<file path="src/rtl/mult_rr_arb.sv">
// Round-robin arbiter that time-shares one mult_bw signed multiplier among N_REQ
// requesters and returns each full-width product tagged with its requester id.
module mult_rr_arb #(
    parameter int A_DW  = 8,
    parameter int B_DW  = 8,
    parameter int N_REQ = 4,
    localparam int ID_W = $clog2(N_REQ)
) (
    input  logic                     clk,
    input  logic                     rst_n,
    input  logic [N_REQ-1:0]         req_valid_i,
    output logic [N_REQ-1:0]         req_ready_o,
    input  logic [N_REQ*A_DW-1:0]    req_a_i,
    input  logic [N_REQ*B_DW-1:0]    req_b_i,
    output logic                     rsp_valid_o,
    input  logic                     rsp_ready_i,
    output logic [ID_W-1:0]          rsp_id_o,
    output logic [A_DW+B_DW-1:0]     rsp_c_o,
    output logic [1:0]               fsm_state_o
);

    typedef enum logic [1:0] {
        IDLE = 2'd0,
        MUL  = 2'd1,
        RSP  = 2'd2
    } state_t;

    state_t                      state, state_nxt;
    logic [ID_W-1:0]             ptr, grant_idx, id_q;
    logic                        grant_found;
    logic signed [A_DW-1:0]      op_a, sel_a;
    logic signed [B_DW-1:0]      op_b, sel_b;
    logic signed [A_DW+B_DW-1:0] prod;

    // Handshakes: a transfer happens on a rising edge where valid and ready are both
    // high; valid never waits on ready, and ready may depend combinationally on valid.

    // Search starts one past the last winner so every waiting requester gets a turn.
    always_comb begin
        grant_found = 1'b0;
        grant_idx   = '0;
        for (int i = 1; i <= N_REQ; i++) begin
            if (!grant_found && req_valid_i[ID_W'((int'(ptr) + i) % N_REQ)]) begin
                grant_found = 1'b1;
                grant_idx   = ID_W'((int'(ptr) + i) % N_REQ);
            end
        end
    end

    always_comb begin
        sel_a = '0;
        sel_b = '0;
        for (int k = 0; k < N_REQ; k++) begin
            if (grant_idx == ID_W'(k)) begin
                sel_a = req_a_i[k*A_DW +: A_DW];
                sel_b = req_b_i[k*B_DW +: B_DW];
            end
        end
    end

    always_comb begin
        state_nxt   = state;
        req_ready_o = '0;
        case (state)
            IDLE: begin
                if (grant_found) begin
                    req_ready_o[grant_idx] = 1'b1;
                    state_nxt              = MUL;
                end
            end
            MUL:     state_nxt = RSP;
            RSP:     if (rsp_ready_i) state_nxt = IDLE;
            default: state_nxt = IDLE;
        endcase
    end

    assign rsp_valid_o = (state == RSP);
    assign fsm_state_o = state;

    mult_bw #(.A_DW(A_DW), .B_DW(B_DW)) u_mult (
        .a (op_a),
        .b (op_b),
        .c (prod)
    );

    always_ff @(posedge clk) begin
        if (!rst_n) begin
            state    <= IDLE;
            ptr      <= ID_W'(N_REQ - 1);
            op_a     <= '0;
            op_b     <= '0;
            id_q     <= '0;
            rsp_id_o <= '0;
            rsp_c_o  <= '0;
        end else begin
            state <= state_nxt;
            if (state == IDLE && grant_found) begin
                op_a <= sel_a;
                op_b <= sel_b;
                id_q <= grant_idx;
                ptr  <= grant_idx;
            end
            // Result registers only move here, so they hold steady under backpressure.
            if (state == MUL) begin
                rsp_c_o  <= prod;
                rsp_id_o <= id_q;
            end
        end
    end

endmodule

// Full-width two's-complement multiplier, purely combinational.
module mult_bw #(
    parameter int A_DW = 8,
    parameter int B_DW = 8
) (
    input  logic signed [A_DW-1:0]      a,
    input  logic signed [B_DW-1:0]      b,
    output logic signed [A_DW+B_DW-1:0] c
);

    assign c = (A_DW+B_DW)'(a) * (A_DW+B_DW)'(b);

endmodule

</file>
<file path="config.mk">
export PLATFORM = sky130hd
export DESIGN_NAME = mult_rr_arb
export DESIGN_NICKNAME = d
export VERILOG_FILES = /design/src/rtl/mult_rr_arb.sv
export SDC_FILE = /design/constraint.sdc
export NUM_CORES = 1
export LEC_CHECK = 0
export CAP_MARGIN = 20
export CELL_PAD_IN_SITES_DETAIL_PLACEMENT = 0
export CELL_PAD_IN_SITES_GLOBAL_PLACEMENT = 1
export CORE_MARGIN = 3
export CORE_UTILIZATION = 40
export CTS_CLUSTER_DIAMETER = 40
export CTS_CLUSTER_SIZE = 24
export DETAILED_ROUTE_END_ITERATION = 10
export HOLD_SLACK_MARGIN = 0.15
export PLACE_DENSITY = 0.86
export SLEW_MARGIN = 15
export SYNTH_ARGS = -nofsm -noshare
export SYNTH_HDL_FRONTEND = slang
export SYNTH_SLANG_ARGS = --single-unit
</file>
<file path="constraint.sdc">
create_clock -name clk -period 9.54 [get_ports clk]
set_input_delay 0.954 -clock clk [delete_from_list [all_inputs] [get_ports clk]]
set_output_delay 0.954 -clock clk [all_outputs]
set_load 0.005 [all_outputs]
</file>
Yosys cells after proc, flatten, opt, wreduce, memory -nomap -nowiden. Cells that the tools add are included.

Memories kept: 0. Bits in latches: 0. Flip-flop bits (word level): 40. Bits in writable memories: 0. Output and inout bits: 25. Memory bits (read-only): 0. Word-level logic and storage cells: 71.

Shifts and indexed selects: 0. Multipliers: 1. Multiplexer cells: 35. Add/subtract/negate cells: 4. Bitwise gates (word level): 0. Divide/modulo/power cells: 0. Magnitude comparators: 6. Reductions and logical operators: 11. Eq/ne operators: 7.

Operator list (count): $mux W8 (8); $lt A2 B4 Y1 const B (4); $mul A8 B8 Y16 (1); $mux W1 (13); $mux W2 (6); $bmux W1 S2 (4); $mux W4 (2); $eq A2 B2 Y1 const B (3); $pmux W2 S3 (1); $logic_and A1 B1 Y1 (5); $add A2 B1 Y2 const B (2); $add A2 B2 Y2 const B (2); $eq A2 B1 Y1 const B (2); $logic_not A2 Y1 (2); $logic_not A1 Y1 (3); $lt A2 B3 Y1 const B (1); $demux W1 S2 (1); $ge A2 B1 Y1 const B (1); $ne A2 B1 Y1 const B (1); $ne A2 B2 Y1 const B (1); $reduce_and A2 Y1 (1).

Longest topological paths before layout. Gate-level depths: netlist of run 1.

Word-level depth: 20. Mapped depth: 18.

Cells and area by module. A second synthesis of run 1 with hierarchy kept.

Cell total of the unflattened synthesis: 580. Area total of the unflattened synthesis: 4707.0 µm².

Modules (own cells, without submodules): mult_bw (cells an instance 289, instances 1, area an instance 2536.2 µm², sequential area each 0.0 µm²); mult_rr_arb (cells an instance 291, instances 1, area an instance 2170.8 µm², sequential area each 800.8 µm²).

Worst setup path before layout of run 1. Ideal clock, no wire load.

Path kind: reg2reg. From: register op_b[2]. To: register rsp_c_o[15]. Stages on the path, launching flop included: 16. Slack: 5244 ps. Setup time: 132 ps. Data arrival time: 4164 ps. Cells stage by stage: dfxtp_1 > clkbuf_1 > nand2_1 > inv_1 > fa_1 > inv_1 > fa_1 > fa_1 > fa_1 > inv_1 > ha_1 > and3_1 > a311oi_1 > a21oi_1 > xnor2_1 > a21oi_1.

Word-level cells in the longest chain between the ends: 1.

RTL lines: start, declared (RTL line 32) `logic signed [B_DW-1:0] op_b, sel_b;`; start signal, assigned (RTL line 99) `op_b <= sel_b;`; $mul A8 B8 Y16 (RTL line 123) `assign c = (A_DW+B_DW)'(a) * (A_DW+B_DW)'(b);`; end signal, assigned (RTL line 105) `rsp_c_o <= prod;`; end, declared (RTL line 18) `output logic [A_DW+B_DW-1:0] rsp_c_o,`.

Every way passes these cells. A chain may end at the register's enable or synchronous reset.

Worst setup path after layout of run 1. Same ends and word-level chain as after synthesis.

==> metrics.txt, run 1 <==
Crit Path Max Fanout 9; Sum Neg Setup Slack 0 ns; hold_buf cts 0; IO Pins 96; Final setup viols 0; CP Depth 14; static leakage 2.30 nW; DP Wirelength about 8600 microns; Syn Area/Cell around 9.3 sq um; synth cell count leaders inv_1, fa_1, nand2_1; Critical Path RT 9.70 ns; WL per Instance 14.8 microns; final hold viol count 0; layout cell share with drive strength beyond 1 0.0530; initial antenna violation count 0; setup slack after layout 4.99 ns; Die Area ~12000 sq um; Nets approximately 700; Die Height 110 microns; first-pass GRT wire length 17600 microns; wirelength, routed 10100 microns; Peak supply drop 0.0758 mV; Layout Utilization 0.522; Fmax 0.220 GHz; total global-route track usage 0.187; Cell Chain, Critical Path nand2_1, inv_1, fa_1, inv_1, fa_1, fa_1, fa_1, inv_1, ha_1, and3_1, a311oi_1, a21oi_1, xnor2_1, a21oi_1; top post-synthesis cells by area fa_1, dfxtp_1, ha_1; Power Density 136 nW/um^2; DRC 0; Tmin final 4.55 ns; Via Count roughly 3500; CTS buffer count 5; vias per inst between 5 and 6; status complete, no violations; pin count of the biggest net entering global routing 23; vias in the first global route just under 4000; area leader, netlist fa_1; delay-heaviest family, CP adder cells; Worst Hold Class flop to flop; library cells used by synthesis 42; buffers plus inverters on the worst setup path 3; GRT overflow 0; Slew headroom 0.410; Slowest-stage cell, CP fa_1; I/O Buffers 95; ANT cells 0; Synth Instances 463; Setup WS pre-CTS roughly 5 ns; root buffer cell clkbuf_8; area grow syn2layout 25.9%; Clk Latency, worst-skew pair 0.30 ns; row cnt 37; count of pins over their slew limit 0; sequential area share after synthesis 0.185; core box area between 10000 and 15000 sq um; synthesized area 4320 sq um; startpoint types flop; fin crit share 0.477; routability cong. 0.880; H-tree levels 2; CTS Buffer Depth 2; Pre-antenna DRT Iters 4; Initial DRC Count roughly 160; clock transition at the registers of the reported paths 0.08 ns; Post-synth EDFFs 0; most frequent cell after synthesis inv_1; post-route ant nets 0; RSZ-0062 raised after global routing false; Worst Path Arrival around 4.7 ns; nature of the critical path endpoint flop; Clock Sinks 40; Primary FF master, synth dfxtp_1; Syn. warnings 0; setup bufs post-CTS 0; r2r worst-path depth 14; maxcap violations 0; post-synthesis sequential element count 40; most frequent CP cell fa_1; Resized Gates After CTS 0; die width roughly 110 microns; CTS tree yes; Initial Utilization 0.415; Worst path max stage delay 0.69 ns; hold path depth 2; asr flop ratio synth 0; Setup Skew around 0.0037 ns; flop-to-flop setup slack roughly 5.0 ns; worst-margin pin slew 0.879 ns; top-area cell type share of the netlist area 0.255; syn_nets 618; kind of critical path flop to flop
-- cell families (layout without fill, tap and decap cells) --
family,Yosys count,after routing,synth area share
DFF,40,40,0.185
muxes,18,18,0.0880
AOI/OAI and AO/OA,70,70,0.109
xor gates and xnor gates,11,11,0.0223
buffers and inverters,107,191,0.0993
and+or+nand+nor,133,133,0.157
adders and majority gates,84,84,0.339
-- worst paths after layout --
kind | start | end
setup reg to reg | op_b[2] | rsp_c_o[15]
setup / recovery | op_b[2] | rsp_c_o[15]
hold / removal | id_q[0] | rsp_id_o[0]
hold reg to reg | id_q[0] | rsp_id_o[0]
-- layout by cell type (no fill, tap or decap), types with 2 or more instances in the layout --
| cell type | Yosys | routed |
|---|---|---|
| or3_1 | 2 | 2 |
| and3_1 | 6 | 6 |
| clkbuf_8 | 0 | 5 |
| a21o_1 | 2 | 2 |
| nor2b_1 | 3 | 2 |
| o21a_1 | 4 | 4 |
| o211ai_1 | 3 | 3 |
| nor3_1 | 5 | 5 |
| fa_1 | 55 | 55 |
| nand2_1 | 45 | 45 |
| inv_1 | 87 | 87 |
| and2_1 | 35 | 35 |
| nand2b_1 | 12 | 12 |
| nor2_1 | 14 | 14 |
| ha_1 | 29 | 29 |
| a211oi_1 | 3 | 3 |
| a21oi_1 | 20 | 20 |
| a22o_1 | 16 | 16 |
| clkdlybuf4s50_1 | 0 | 95 |
| o21ai_0 | 12 | 12 |
| buf_4 | 1 | 2 |
| mux2i_1 | 2 | 2 |
| dfxtp_1 | 40 | 40 |
| xnor2_1 | 9 | 9 |
| xor2_1 | 2 | 2 |
| nor4_1 | 2 | 2 |
| mux4_2 | 16 | 16 |
| a31oi_1 | 3 | 3 |
| nand3_1 | 5 | 5 |
-- layout make-up --
| cell class | instances | area, sq um |
|---|---|---|
| clock buffer | 5 | 68.8 |
| fill | 989 | 4980 |
| clock inverter | 2 | 12.5 |
| multi-input combinational | 316 | 3090 |
| timing repair buffer | 97 | 966 |
| inverter | 87 | 327 |
| tap | 136 | 170 |
| sequential | 40 | 801 |
-- state kept, by name, indices dropped and copies added (netlist names) --
signal,count
op_b,8
rsp_c_o,16
id_q,2
rsp_id_o,2
fsm_state_o,2
op_a,8
ptr,2
-- worst reg2reg max path, cell delays in order (launching register included) --
cell and delay (ns):
dfxtp_1 0.39, nand2_1 0.15, inv_1 0.10, fa_1 0.69, inv_1 0.14, fa_1 0.49, fa_1 0.52, fa_1 0.54
inv_1 0.05, ha_1 0.35, and3_1 0.20, a311oi_1 0.42, a21oi_1 0.15, xnor2_1 0.18, a21oi_1 0.08
-- power breakdown --
group	total (mW)	internal, mW	switching, mW
Clock	0.114	0.0496	0.0640
Sequential	0.230	0.191	0.0389
Combinational	0.396	0.200	0.196
Total	0.740	0.441	0.299
-- routing by layer --
metal,vias to the layer above,routed length (microns),track usage
met3,16,536,0.0323
met2,103,5220,0.338
met1,1700,4120,0.225
met5,-,0,0
li1,1669,-,-
met4,0,238,0.0579
-- through the flow --
step	instances	cell area [sq um]	power [mW]	hold WS, ns
floorplan	463	4320	0.509	0.429
global placement	676	5360	0.630	0.442
detailed placement	676	5360	0.638	0.443
CTS	683	5440	0.752	0.457
global route	683	5440	0.818	0.487
finish	683	5440	0.740	0.451
No activity file was read; power rests on OpenSTA's default activity.
==> run 2, diff against run 1 <==
--- a/config.mk
+++ b/config.mk
@@ -9,12 +9,12 @@
 export CELL_PAD_IN_SITES_DETAIL_PLACEMENT = 0
 export CELL_PAD_IN_SITES_GLOBAL_PLACEMENT = 1
 export CORE_MARGIN = 3
-export CORE_UTILIZATION = 40
+export CORE_UTILIZATION = 39
 export CTS_CLUSTER_DIAMETER = 40
 export CTS_CLUSTER_SIZE = 24
 export DETAILED_ROUTE_END_ITERATION = 10
 export HOLD_SLACK_MARGIN = 0.15
-export PLACE_DENSITY = 0.86
+export PLACE_DENSITY = 0.84
 export SLEW_MARGIN = 15
 export SYNTH_ARGS = -nofsm -noshare
 export SYNTH_HDL_FRONTEND = slang
==> constraint.sdc (replaced) <==
create_clock -name clk -period 4.6 [get_ports clk]
set_input_delay 0.46 -clock clk [delete_from_list [all_inputs] [get_ports clk]]
set_output_delay 0.46 -clock clk [all_outputs]
set_load 0.005 [all_outputs]
==> metrics.txt, run 2 (synthesis gave the netlist of run 1 again) <==
status complete, no violations; Crit Path Max Fanout 9 (unchanged); IO Pins 96 (unchanged); Initial DRC Count 128 (-17%); Worst path max stage delay 0.53 ns (-0.16 ns); kind of critical path flop to flop; Final setup viols 0 (unchanged); Tmin final 4.38 ns (-0.164 ns); Net Switching 628 uW (+110%); post-route ant nets 0 (unchanged); ANT cells 0 (unchanged); buffers plus inverters on the worst setup path 4 (+1); combinational share of power 0.518 (-0.017); top flop regs rsp_c_o x16, op_a x8, op_b x8; count of pins over their slew limit 0 (unchanged); Slew headroom 0.377 (-0.0330); Clock power frac 0.190 (+0.036); vias in the first global route 3659 (-5.4%); max reg flops 16 (unchanged); startpoint types flop; maxcap violations 0 (unchanged); Setup Skew 0.00669 ns (+0.00300 ns); RSZ-0062 raised after global routing false; layout cell share with drive strength beyond 1 0.0780 (+0.0250); row cnt 37 (unchanged); CTS Buffer Depth 2 (unchanged); I/O Buffers 95 (unchanged); total global-route track usage 0.175 (-0.0125); r2r worst-path depth 15 (+1); CTS tree yes; Cell Chain, Critical Path and2_1, fa_1, inv_1, fa_1, inv_1, fa_1, inv_1, fa_1, inv_1, ha_1, o21ai_0, a21boi_2, o211ai_1, a2111oi_1, a311o_1; internal power 999 uW (+130%); fin crit share 0.953 (+0.476); delay-heaviest family, CP adder cells; Initial Utilization 0.409 (-0.00546); Critical Path RT 4.84 ns (-4.86 ns); setup bufs post-CTS 0 (unchanged); Nets 705 (+0.43%); hold path depth 2 (unchanged); Worst Hold Class flop to flop; worst-margin pin slew 0.928 ns (+0.0491 ns); root buffer cell clkbuf_8; Fmax 0.228 GHz (+3.8%); wirelength, routed 10400 microns (+2.9%); commonest non-fill, non-tap cells in the layout clkdlybuf4s50_1, inv_1, fa_1; Via Count 3409 (-2.3%); DP Wirelength 8940 microns (+4.0%); first-pass GRT wire length 17600 microns (+0.11%); Sw Share 0.386 (-0.0175); worst hold slack 0.460 ns (+0.00885 ns); register share of total power 0.292 (-0.019); Die Area 12400 sq um (+2.4%); core box area 10600 sq um (+1.3%); Slowest-stage cell, CP fa_1; most flop-heavy register rsp_c_o; final hold viol count 0 (unchanged); Power Density 295 nW/um^2 (+120%); Peak supply drop 0.154 mV (+100%); Die Height 111 microns (+1.2%); CTS buffer count 5 (unchanged); Worst Path Arrival 4.63 ns (-0.08 ns); clock transition at the registers of the reported paths 0.09 ns (about the same); pin count of the biggest net entering global routing 23 (unchanged); Clock Sinks 40 (unchanged); routability cong. 0.833 (-5.3%); commonest non-fill, non-tap cell in the layout clkdlybuf4s50_1; WL per Instance 15.2 microns (+2.3%); GRT overflow 0 (unchanged); static leakage 2.34 nW (+1.6%); Pre-antenna DRT Iters 4 (unchanged); vias per inst 4.96 (-2.8%); die width 111 microns (+1.2%); H-tree levels 2 (unchanged); area grow syn2layout 27.7%; CP Depth 15 (+1); nature of the critical path endpoint flop; initial antenna violation count 0 (unchanged); Sum Neg Setup Slack 0 ns (unchanged); Clk Latency, worst-skew pair 0.30 ns (about the same); DRC 0 (unchanged)
run 2: changes by cell type in the layout (fill, tap and decap cells not counted), sizes merged:
cell,previous run,this run
clkbuf,5,6
bufinv,0,1
clkinvlp,1,0
buf,2,5
run 2: final cells by class:
| type | instances | area (sq um) |
|---|---|---|
| flip-flops and latches | 40 | 812 |
| inverters | 87 | 327 |
| clock inverters | 2 | 38.8 |
| clock buffers | 6 | 82.6 |
| repair buffers | 100 | 988 |
| fillers | 982 | 5040 |
| well taps | 136 | 170 |
| multi-input cells | 316 | 3100 |
run 2: path summary, 6_finish.rpt:
check	startpoint	to	slack (ns)
worst max-delay path	op_a[4]	rsp_c_o[12]	0.22
worst min register to register	rsp_c_o[4]	rsp_c_o[4]	0.46
worst min-delay path	rsp_c_o[4]	rsp_c_o[4]	0.46
worst max register to register	op_a[4]	rsp_c_o[12]	0.22
run 2: what timing repair did:
item,in CTS,in global routing
setup endpoints to repair,0,3
resized for setup,0,12
hold buffers,0,0
run 2: worst reg2reg max path: cells and delay by family (launching register included):
kind,cells,cell delay (ns)
AOI/OAI and AO/OA,5,1.20
adders and majority gates,5,2.31
buffers and inverters,4,0.19
DFF,1,0.40
and+or+nand+nor,1,0.21
run 2: per-layer routing:
metal  share of wire  track usage  vias up
li1                -            -     1673
met1            0.47        0.237     1626
met2            0.46        0.290      103
met3           0.052       0.0393        7
met4          0.0089       0.0316        0
met5               0            0        -
run 2: power groups by stage:
stage          registers [mW]  logic [mW]  clock network [mW]
2_1_floorplan           0.440       0.616                   0
3_3_place_gp            0.478       0.837                   0
3_5_place_dp            0.480       0.853                   0
4_1_cts                 0.472       0.855               0.319
5_1_grt                 0.484       0.963               0.328
6_report                0.475       0.842               0.310
run 2: per-stage QoR:
step / worst slack, ns / util / instance area [sq um] / instances / total power [mW]
after floorplan: 0.304 / - / 4320 / 463 / 1.06
after global placement: 0.226 / 0.509 / 5380 / 679 / 1.32
after detailed placement: 0.0901 / 0.509 / 5380 / 679 / 1.33
after CTS: 0.0419 / 0.521 / 5500 / 687 / 1.65
after global routing: 0.0109 / 0.523 / 5520 / 687 / 1.77
final: 0.216 / 0.523 / 5520 / 687 / 1.63
